[src/rtl/grad_update_sched.sv]
// Periodic update scheduler feeding the OCRA1 gradient serialiser.
// Optional macro GRAD_SCHED_COUNT_EN enables the issued-transfer counter on update_cnt_o.
module grad_update_sched #(
  parameter int INTERVAL_W = 16,
  parameter int CNT_W      = 32
) (
  input  logic                  clk,
  input  logic                  rst_n,
  input  logic                  start_i,
  input  logic                  stop_i,
  input  logic [INTERVAL_W-1:0] interval_i,
  input  logic [95:0]           in_data_i,
  input  logic                  in_valid_i,
  output logic                  in_ready_o,
  output logic [23:0]           datax_o,
  output logic [23:0]           datay_o,
  output logic [23:0]           dataz_o,
  output logic [23:0]           dataz2_o,
  output logic                  valid_o,
  input  logic                  busy_i,
  output logic                  running_o,
  output logic                  overrun_o,
  output logic                  underrun_o,
  input  logic                  clr_err_i,
  output logic [CNT_W-1:0]      update_cnt_o
);

  typedef enum logic [1:0] {
    IDLE = 2'd0,
    RUN  = 2'd1,
    PEND = 2'd2
  } state_t;

  localparam logic [INTERVAL_W-1:0] T_ZERO = {INTERVAL_W{1'b0}};
  localparam logic [INTERVAL_W-1:0] T_ONE  = {{(INTERVAL_W-1){1'b0}}, 1'b1};
  localparam logic [INTERVAL_W-1:0] T_TWO  = {{(INTERVAL_W-2){1'b0}}, 2'b10};

  state_t                  state_q, state_d;
  logic [INTERVAL_W-1:0]   timer_q, timer_d;
  logic [INTERVAL_W-1:0]   interval_q, interval_d;
  logic [INTERVAL_W-1:0]   interval_eff_s;
  logic [95:0]             data_q, data_d;
  logic                    valid_q, valid_d;
  logic                    running_q, running_d;
  logic                    overrun_q, overrun_d;
  logic                    underrun_q, underrun_d;
  logic                    tick_s;
  logic                    accept_s;
  logic                    start_s;
  logic                    ov_set_s;
  logic                    un_set_s;

  assign interval_eff_s = (interval_i < T_TWO) ? T_TWO : interval_i;
  assign tick_s         = (timer_q == T_ZERO);
  assign start_s        = (state_q == IDLE) && start_i && !stop_i;

  // Next-state, accept decision and error-flag update.
  always_comb begin
    state_d    = state_q;
    timer_d    = timer_q;
    interval_d = interval_q;
    data_d     = data_q;
    valid_d    = 1'b0;
    running_d  = running_q;
    accept_s   = 1'b0;
    ov_set_s   = 1'b0;
    un_set_s   = 1'b0;

    case (state_q)
      IDLE: begin
        if (start_s) begin
          state_d    = RUN;
          interval_d = interval_eff_s;
          timer_d    = interval_eff_s - T_ONE;
          running_d  = 1'b1;
        end else begin
          state_d   = IDLE;
          running_d = 1'b0;
        end
      end
      RUN: begin
        if (stop_i) begin
          state_d   = IDLE;
          timer_d   = T_ZERO;
          running_d = 1'b0;
        end else begin
          // Reload on tick keeps the period fixed whatever happens downstream.
          timer_d = tick_s ? (interval_q - T_ONE) : (timer_q - T_ONE);
          if (tick_s && in_valid_i && !busy_i) begin
            accept_s = 1'b1;
          end else if (tick_s && !in_valid_i) begin
            un_set_s = 1'b1;
          end else if (tick_s) begin
            ov_set_s = 1'b1;
            state_d  = PEND;
          end else begin
            state_d = RUN;
          end
        end
      end
      PEND: begin
        if (stop_i) begin
          state_d   = IDLE;
          timer_d   = T_ZERO;
          running_d = 1'b0;
        end else begin
          timer_d  = tick_s ? (interval_q - T_ONE) : (timer_q - T_ONE);
          ov_set_s = tick_s;
          if (in_valid_i && !busy_i) begin
            accept_s = 1'b1;
            state_d  = RUN;
          end else begin
            state_d = PEND;
          end
        end
      end
      default: begin
        state_d   = IDLE;
        timer_d   = T_ZERO;
        running_d = 1'b0;
      end
    endcase

    if (accept_s) begin
      data_d  = in_data_i;
      valid_d = 1'b1;
    end else begin
      data_d  = data_q;
      valid_d = 1'b0;
    end

    // A set in the same cycle as a clear takes priority.
    if (ov_set_s) begin
      overrun_d = 1'b1;
    end else if (clr_err_i) begin
      overrun_d = 1'b0;
    end else begin
      overrun_d = overrun_q;
    end

    if (un_set_s) begin
      underrun_d = 1'b1;
    end else if (clr_err_i) begin
      underrun_d = 1'b0;
    end else begin
      underrun_d = underrun_q;
    end
  end

  // State and output registers.
  always_ff @(posedge clk or negedge rst_n) begin
    if (!rst_n) begin
      state_q    <= IDLE;
      timer_q    <= T_ZERO;
      interval_q <= T_ZERO;
      data_q     <= 96'd0;
      valid_q    <= 1'b0;
      running_q  <= 1'b0;
      overrun_q  <= 1'b0;
      underrun_q <= 1'b0;
    end else begin
      state_q    <= state_d;
      timer_q    <= timer_d;
      interval_q <= interval_d;
      data_q     <= data_d;
      valid_q    <= valid_d;
      running_q  <= running_d;
      overrun_q  <= overrun_d;
      underrun_q <= underrun_d;
    end
  end

`ifdef GRAD_SCHED_COUNT_EN
  localparam logic [CNT_W-1:0] C_ONE = {{(CNT_W-1){1'b0}}, 1'b1};

  logic [CNT_W-1:0] cnt_q, cnt_d;

  // Counter steps on the accept edge so it changes together with valid_o.
  always_comb begin
    if (start_s) begin
      cnt_d = {CNT_W{1'b0}};
    end else if (accept_s) begin
      cnt_d = cnt_q + C_ONE;
    end else begin
      cnt_d = cnt_q;
    end
  end

  // Counter register.
  always_ff @(posedge clk or negedge rst_n) begin
    if (!rst_n) begin
      cnt_q <= {CNT_W{1'b0}};
    end else begin
      cnt_q <= cnt_d;
    end
  end

  assign update_cnt_o = cnt_q;
`else
  assign update_cnt_o = {CNT_W{1'b0}};
`endif

  // in_ready_o is the same-cycle accept strobe; it must follow busy_i/in_valid_i directly.
  assign in_ready_o = accept_s;
  assign datax_o    = data_q[23:0];
  assign datay_o    = data_q[47:24];
  assign dataz_o    = data_q[71:48];
  assign dataz2_o   = data_q[95:72];
  assign valid_o    = valid_q;
  assign running_o  = running_q;
  assign overrun_o  = overrun_q;
  assign underrun_o = underrun_q;

endmodule

[config.mk]
export PLATFORM = sky130hd
export DESIGN_NAME = grad_update_sched
export DESIGN_NICKNAME = d
export VERILOG_FILES = /design/src/rtl/grad_update_sched.sv
export SDC_FILE = /design/constraint.sdc
export NUM_CORES = 1
export LEC_CHECK = 0
export ABC_AREA = 0
export BUFFER_PORTS_ARGS = -buffer_cell sky130_fd_sc_hd__buf_2
export CORE_ASPECT_RATIO = 1.4
export CORE_MARGIN = 2
export CORE_UTILIZATION = 40
export CTS_CLUSTER_DIAMETER = 100
export DETAILED_ROUTE_END_ITERATION = 8
export HOLD_SLACK_MARGIN = 0.15
export PLACE_DENSITY_LB_ADDON = 0.1
export SETUP_SLACK_MARGIN = 0.02
export SLEW_MARGIN = 20
export SYNTH_ARGS = -nofsm -noshare
export SYNTH_HDL_FRONTEND = slang
export SYNTH_SLANG_ARGS = --single-unit
[constraint.sdc]
create_clock -name clk -period 7.04 [get_ports clk]
set_input_delay 1.408 -clock clk [delete_from_list [all_inputs] [get_ports clk]]
set_output_delay 1.408 -clock clk [all_outputs]
set_load 0.01 [all_outputs]
==> qor.csv, run 1 <==
metric;value;unit
Max stage delay cell, worst path;and3_1;
die area;16800;um^2
slew at the pin closest to its max-slew limit;1.033;ns
filler instances;1447;
CP max stage delay;0.50;ns
Avg Vias per Cell;5.209;
Die Span Y;152.6;um
Seq/Total Area, Yosys;0.5317;
TritonCTS clock tree;built;
final hold vios;0;
share of synthesized registers carrying an async set or reset;1.000;
post-route ant nets;0;
final wirelength;17450;um
Final #Nets;858;
status;complete, no violations;
Yosys cell types;52;
Root Driver;clkbuf_16;
Die Wd;110.1;um
top post-synthesis cells by area;dfrtp_1, mux2_2, buf_4;
Synth Area in XOR/XNOR;0.02222;
first-pass GRT wire length;26990;um
layout cells sized above 1;0.5080;
placed cell count;910;
all-layer global routing usage;0.2111;
Initial DRC Count;268;
Crit. End Element;primary output;
total clock sinks;134;
Power, Total;0.002051;W
Synth-to-Final Area Change;27.78;%
Syn Inst Count;510;
Avg WL per Cell;18.51;um
Final Core Density;0.5185;
routing usage on met1;0.2187;
Max-slew headroom;0.3053;
TNS Setup;0;ns
Final Cycle Share;0.5989;
Worst Setup Path Type;register to primary output;
WP data required;5.63;ns
antenna violations before repair;1;
fmax;237.2;MHz
routability cong.;0.8626;
met2 Usage GRT;0.3804;
setup slack after layout;2.823;ns
ys flop type;dfrtp_1;
Final Max Tran Viols;0;
PwrDens;254.5;nW/um^2
Finished Layout Cells;943;
CTS Hold Buffers Added;0;
Yosys Warn Count;0;
Multi-input gate area;2749;um^2
Critical Path Start Type;register;
met3 Track Usage GR;0.06544;
Worst-Skew Late Latency;0.42;ns
final setup violation count;0;
#FFs+latches synth;134;
core area;15540;um^2
Rows;54;
Leakage Power;4.371;nW
crit path max fanout;22;
Buffers on Ports;219;
number of global-route vias before repair;5208;
Max-Cap Viols;0;
Detail Placement HPWL;12860;um
CTS clk-pin slew, worst paths;0.06;ns
crit path cell chain;nor4_2, and3_1, nand3_1, nand2b_1, nand3_4, inv_1, buf_2;
largest area contributor in the netlist;dfrtp_1;
Worst Hold Class;register to register;
maximum number of pins on one net before global-route repair;77;
grt total ovfl;0;
DRC viols;0;
sequential cell area;3353;um^2
simple-gate area share of the yosys netlist;0.08651;
H-tree level count;4;
unrepaired setup endpoints after global routing;no;
DR pass1 iterations;5;
Worst Clk Skew;0.01520;ns
Yosys top cell area share;0.5317;
# IOs;252;
Initial Utilization;0.4058;
Max Buffers Root-to-Sink;2;
largest family of logic cells by synthesized area;multiplexers;
Post-synth EDFFs;0;
CTS Buf Count;17;
Adder-Cell Fraction of Synth Area;0.01190;
Post-Place Setup Slack;2.492;ns
post-cts repair resize count;0;
synthesized area per cell;12.36;um^2
WP data arrival;2.81;ns
maximum VDD drop;134.6;uV
min Tclk post-route;4.217;ns
global route hottest layer;met2;
Post CTS Setup Buffer Count;0;
complex-gate fraction of the synthesized area;0.09544;
post-synthesis mux area share;0.1980;
mapped cell area;6306;um^2
Vias;4912;
[report_power, final]
group          switching [W]  internal, W  total [W]
clock               0.000362     0.000468   0.000831
combinational       0.000188     0.000140   0.000328
sequential         0.0000659     0.000826   0.000892
total               0.000617      0.00143    0.00205
[cells by family after synthesis]
logic type | after synthesis
compound gates | 89
xor+xnor | 16
fa+ha+maj | 6
buf+inv | 56
flops | 134
mux | 111
other cells | 1
simple gates | 97
[layout make-up]
class | count | area share
Sequential cell | 134 | 0.4161
Multi-Input combinational cell | 351 | 0.3411
Timing Repair Buffer | 224 | 0.1410
Clock buffer | 18 | 0.05450
Tap cell | 196 | 0.03043
Clock inverter | 14 | 0.01413
Inverter | 5 | 0.002329
Antenna cell | 1 | 0.0003106
[per-stage QoR]
step / hold slack (ns) / instance area [um^2]
final: 0.4982 / 8058
after global routing: 0.5119 / 8058
after CTS: 0.5029 / 8055
after detailed placement: 0.4881 / 7502
after global placement: 0.4804 / 7502
after floorplan: 0.4935 / 6422
[Yosys cell counts, types with 2 or more instances]
| cell type | n |
|---|---|
| nor2_1 | 17 |
| inv_1 | 5 |
| ha_1 | 6 |
| o21ai_0 | 17 |
| a2111oi_0 | 2 |
| clkbuf_1 | 12 |
| o41ai_1 | 3 |
| or3_1 | 8 |
| or2_2 | 4 |
| nand3_1 | 6 |
| buf_4 | 32 |
| a22oi_1 | 9 |
| nor4_1 | 9 |
| a21oi_1 | 16 |
| a21o_1 | 6 |
| nand2b_1 | 6 |
| nor3_1 | 9 |
| buf_2 | 6 |
| or4_1 | 8 |
| nor3b_1 | 3 |
| o22ai_1 | 3 |
| dfrtp_1 | 134 |
| nor2b_1 | 2 |
| mux2_2 | 110 |
| and3_1 | 2 |
| a211o_1 | 4 |
| a211oi_1 | 4 |
| a31o_2 | 2 |
| o31ai_1 | 7 |
| xnor2_1 | 4 |
| a31oi_1 | 7 |
| nand2_1 | 14 |
| nor4_2 | 2 |
| a22o_1 | 2 |
| xor2_1 | 12 |
[flip-flops by register name (all words and copies together) (netlist names)]
name / flops
data_q: 96
interval_q: 16
overrun_o: 1
running_o: 1
state_q: 2
timer_q: 16
underrun_o: 1
valid_o: 1
[per-layer routing]
metal  share of wire  wire [um]
met5               0          0
met4           0.026        448
met3           0.070       1229
met2            0.55       9606
met1            0.35       6166
[placed cells by master (no fill, tap or decap), types with 4 or more instances in the layout]
cell type	count
buf_2	218
dfrtp_1	134
mux2_2	110
conb_1	32
nor2_1	17
o21ai_0	17
clkbuf_16	17
a21oi_1	16
nand2_1	14
xor2_1	12
nor4_1	9
a22oi_1	9
or4_1	8
nor3_1	8
or3_1	8
o31ai_1	7
a31oi_1	7
nand2b_1	6
a21o_1	6
ha_1	6
buf_4	6
inv_1	5
nand3_1	5
inv_6	5
or2_2	4
a211oi_1	4
xnor2_1	4
a211o_1	4
[critical path: cells and delay by family (launching register included)]
family        cells  cell delay [ns]
buf+inv           2             0.30
simple gates      5             1.65
flops             1             0.43
[worst paths after layout]
kind,start,end,slack [ns],cells after the start
worst max-delay path,timer_q[7]$_DFFE_PN0P_,in_ready_o,2.82,7
worst min-delay path,data_q[33]$_DFFE_PN0P_,data_q[33]$_DFFE_PN0P_,0.50,1
worst max register to register,timer_q[7]$_DFFE_PN0P_,data_q[27]$_DFFE_PN0P_,3.83,7
worst min register to register,data_q[33]$_DFFE_PN0P_,data_q[33]$_DFFE_PN0P_,0.50,1
max in group asynchronous,rst_n,underrun_o$_DFFE_PN0P_,4.87,2
min in group asynchronous,rst_n,interval_q[3]$_DFFE_PN0P_,1.04,1
(Power assumes the default switching activity.)
==> run 2, diff against run 1 <==
ABC_AREA = 1   (was 0)
clock period = 3.5 ns   (was 7.04 ns; I/O delays follow)
==> run 2 against run 1 <==
Setup slack worse by 2.5 ns; largest cell class unchanged; wire length is 11% higher; critical path depth is 3 higher; highest routed layer is now met5; combinational power is 120% higher; cell count is 39% higher; critical endpoint unchanged; count of clock-buffer cells in the layout stayed put; total power is 100% higher.
==> qor.csv, run 2 <==
metric;value;unit
Rows;55;
Avg Vias per Cell;4.644;
number of global-route vias before repair;6149;
Max-slew headroom;0.3198;
#FFs+latches synth;134;
Yosys Warn Count;0;
Switching Share;0.3073;
all-layer global routing usage;0.2273;
part of the power in registers;0.414;
Buffers on Ports;219;
Final Max Tran Viols;0;
# IOs;252;
final setup violation count;0;
Yosys top cell area share;0.5066;
grt total ovfl;0;
Initial DRC Count;357;
layout cells sized above 1;0.2466;
most common cell after layout, fill and taps aside;nand2_1;
post-route ant nets;0;
Post-synth EDFFs;0;
filler instances;1619;
Worst Hold Class;primary input to async pin;
WP data arrival;2.48;ns
synthesized area per cell;7.530;um^2
design area;8341;um^2
Final Cycle Share;0.9094;
antenna violations before repair;1;
Seq/Total Area, Yosys;0.5066;
largest registers;data_q (96), interval_q (16), timer_q (16);
CTS clk-pin slew, worst paths;0.06;ns
Leakage Power;5.061;nW
Max Buffers Root-to-Sink;2;
internal power;0.002881;W
Biggest register;data_q;
CTS Buf Count;17;
status;complete, no violations;
TritonCTS clock tree;built;
Die Wd;112.7;um
final hold vios;0;
Post CTS Setup Buffer Count;0;
placed cell areas;7779;um^2
Initial Utilization;0.4093;
min Tclk post-route;3.183;ns
Detail Placement HPWL;14130;um
fmax;314.2;MHz
routability cong.;0.8639;
core area;16170;um^2
Yosys cell types;31;
RR Startpoint;timer_q[10]$_DFFE_PN0P_;
clock network fraction of design power;0.411;
Syn Inst Count;879;
Crit. End Element;primary output;
Worst Setup Path Type;register to primary output;
total clock sinks;134;
Final #Nets;1219;
top-count cell post-synth;nand2_1;
Synth-to-Final Area Change;26.01;%
commonest non-fill, non-tap cells in the layout;nand2_1, buf_2, dfrtp_1, inv_1, nor2_1;
slew at the pin closest to its max-slew limit;1.020;ns
Worst-Skew Late Latency;0.42;ns
switching power;0.001278;W
unrepaired setup endpoints after global routing;no;
combinational share of power;0.175;
Power, Total;0.004159;W
reg2reg setup slack;0.49;ns
Critical Path Start Type;register;
WP data required;2.80;ns
Largest register FFs;96;
DRC viols;0;
Avg WL per Cell;14.87;um
post-cts repair resize count;0;
Die Span Y;156.2;um
crit path max fanout;15;
Vias;6074;
Register-to-Register Path Depth;12;
Post-Place Setup Slack;0.3364;ns
H-tree level count;4;
maximum VDD drop;282.0;uV
TNS Setup;0;ns
CTS Hold Buffers Added;0;
Post-synth top cells;nand2_1, dfrtp_1, inv_1, nor2_1, nand3_1;
largest area contributor in the netlist;dfrtp_1;
reg2reg end;data_q[72]$_DFFE_PN0P_;
share of synthesized registers carrying an async set or reset;1.000;
ys flop type;dfrtp_1;
Root Driver;clkbuf_16;
DR pass1 iterations;5;
first-pass GRT wire length;31180;um
setup slack after layout;0.3171;ns
final wirelength;19450;um
mapped cell area;6619;um^2
top post-synthesis cells by area;dfrtp_1, nand2_1, buf_4;
Max-Cap Viols;0;
maximum number of pins on one net before global-route repair;98;
Worst Clk Skew;0.01025;ns
PwrDens;498.7;nW/um^2
die area;17610;um^2
[run 2: cell count changes in the layout (fill, tap and decap cells not counted), moves of 10 or more]
cell	before	now
inv_1	5	57
mux2_2	110	0
nand2_1	14	441
nand3_1	5	41
nor2_1	17	47
o21ai_0	17	31
o21ai_1	0	10
xor2_1	12	2
[run 2: final cells by class]
type                            instances  area, um^2  area share
Antenna cell                            2       5.005   0.0006001
Timing Repair Buffer                  229        1190      0.1427
Clock buffer                           18       429.2     0.05146
Sequential cell                       134        3353      0.4020
Inverter                               60       225.2     0.02700
Multi-Input combinational cell        652        2761      0.3311
Clock inverter                         14       127.6     0.01530
Tap cell                              199       249.0     0.02985
[run 2: kinds of logic (layout without fill, tap and decap cells)]
| group | count (synthesis) | in the layout | synth area share |
|---|---|---|---|
| flops | 134 | 134 | 0.5066 |
| fa+ha+maj | 6 | 6 | 0.01134 |
| simple gates | 553 | 553 | 0.3361 |
| buf+inv | 124 | 321 | 0.09490 |
| xor+xnor | 3 | 3 | 0.003970 |
| compound gates | 58 | 58 | 0.04651 |
| other cells | 1 | 34 | 0.0005666 |
[run 2: power by group through the flow]
stage / Clock [W] / Combinational [W] / Sequential, W
finish: 0.00171 / 0.000729 / 0.00172
global route: 0.00181 / 0.000837 / 0.00173
CTS: 0.00175 / 0.000733 / 0.00172
detailed placement: 0 / 0.000732 / 0.00174
global placement: 0 / 0.000729 / 0.00175
floorplan: 0 / 0.000496 / 0.00174
[run 2: stage by stage]
stage                     std cells  hold WS, ns    util
after floorplan                 910       0.4044       -
after global placement         1274       0.4572  0.4810
after detailed placement       1274       0.4603  0.4810
after CTS                      1306       0.2066  0.5154
after global routing           1306       0.2230  0.5154
final                          1308       0.1979  0.5157
[run 2: worst max path at each step]
stage | startpoint | slack (ns) | end | depth (start not counted)
after floorplan | interval_i[13] | 1.13 | timer_q[14]$_DFFE_PN0P_ | 18
after global placement | interval_i[13] | 0.37 | timer_q[14]$_DFFE_PN0P_ | 18
after detailed placement | interval_i[13] | 0.34 | timer_q[14]$_DFFE_PN0P_ | 18
after CTS | timer_q[10]$_DFFE_PN0P_ | 0.27 | in_ready_o | 10
after global routing | timer_q[10]$_DFFE_PN0P_ | 0.11 | in_ready_o | 10
final | timer_q[10]$_DFFE_PN0P_ | 0.32 | in_ready_o | 10
[run 2: worst max-delay path: stages, from the launching register on]
cell     delay (ns)
dfrtp_1        0.39
nor2_1         0.15
nand2_1        0.13
nor2_4         0.31
nand2_1        0.38
nor2_2         0.25
inv_2          0.06
nand2_1        0.12
nand3_4        0.08
inv_2          0.06
buf_2          0.15
[run 2: metal layers]
metal	track usage	vias to the layer above	wire length, um
li1	-	3073	-
met4	0.1115	2	769
met5	0	-	13
met1	0.2615	2739	7495
met3	0.08236	48	1595
met2	0.3738	212	9575
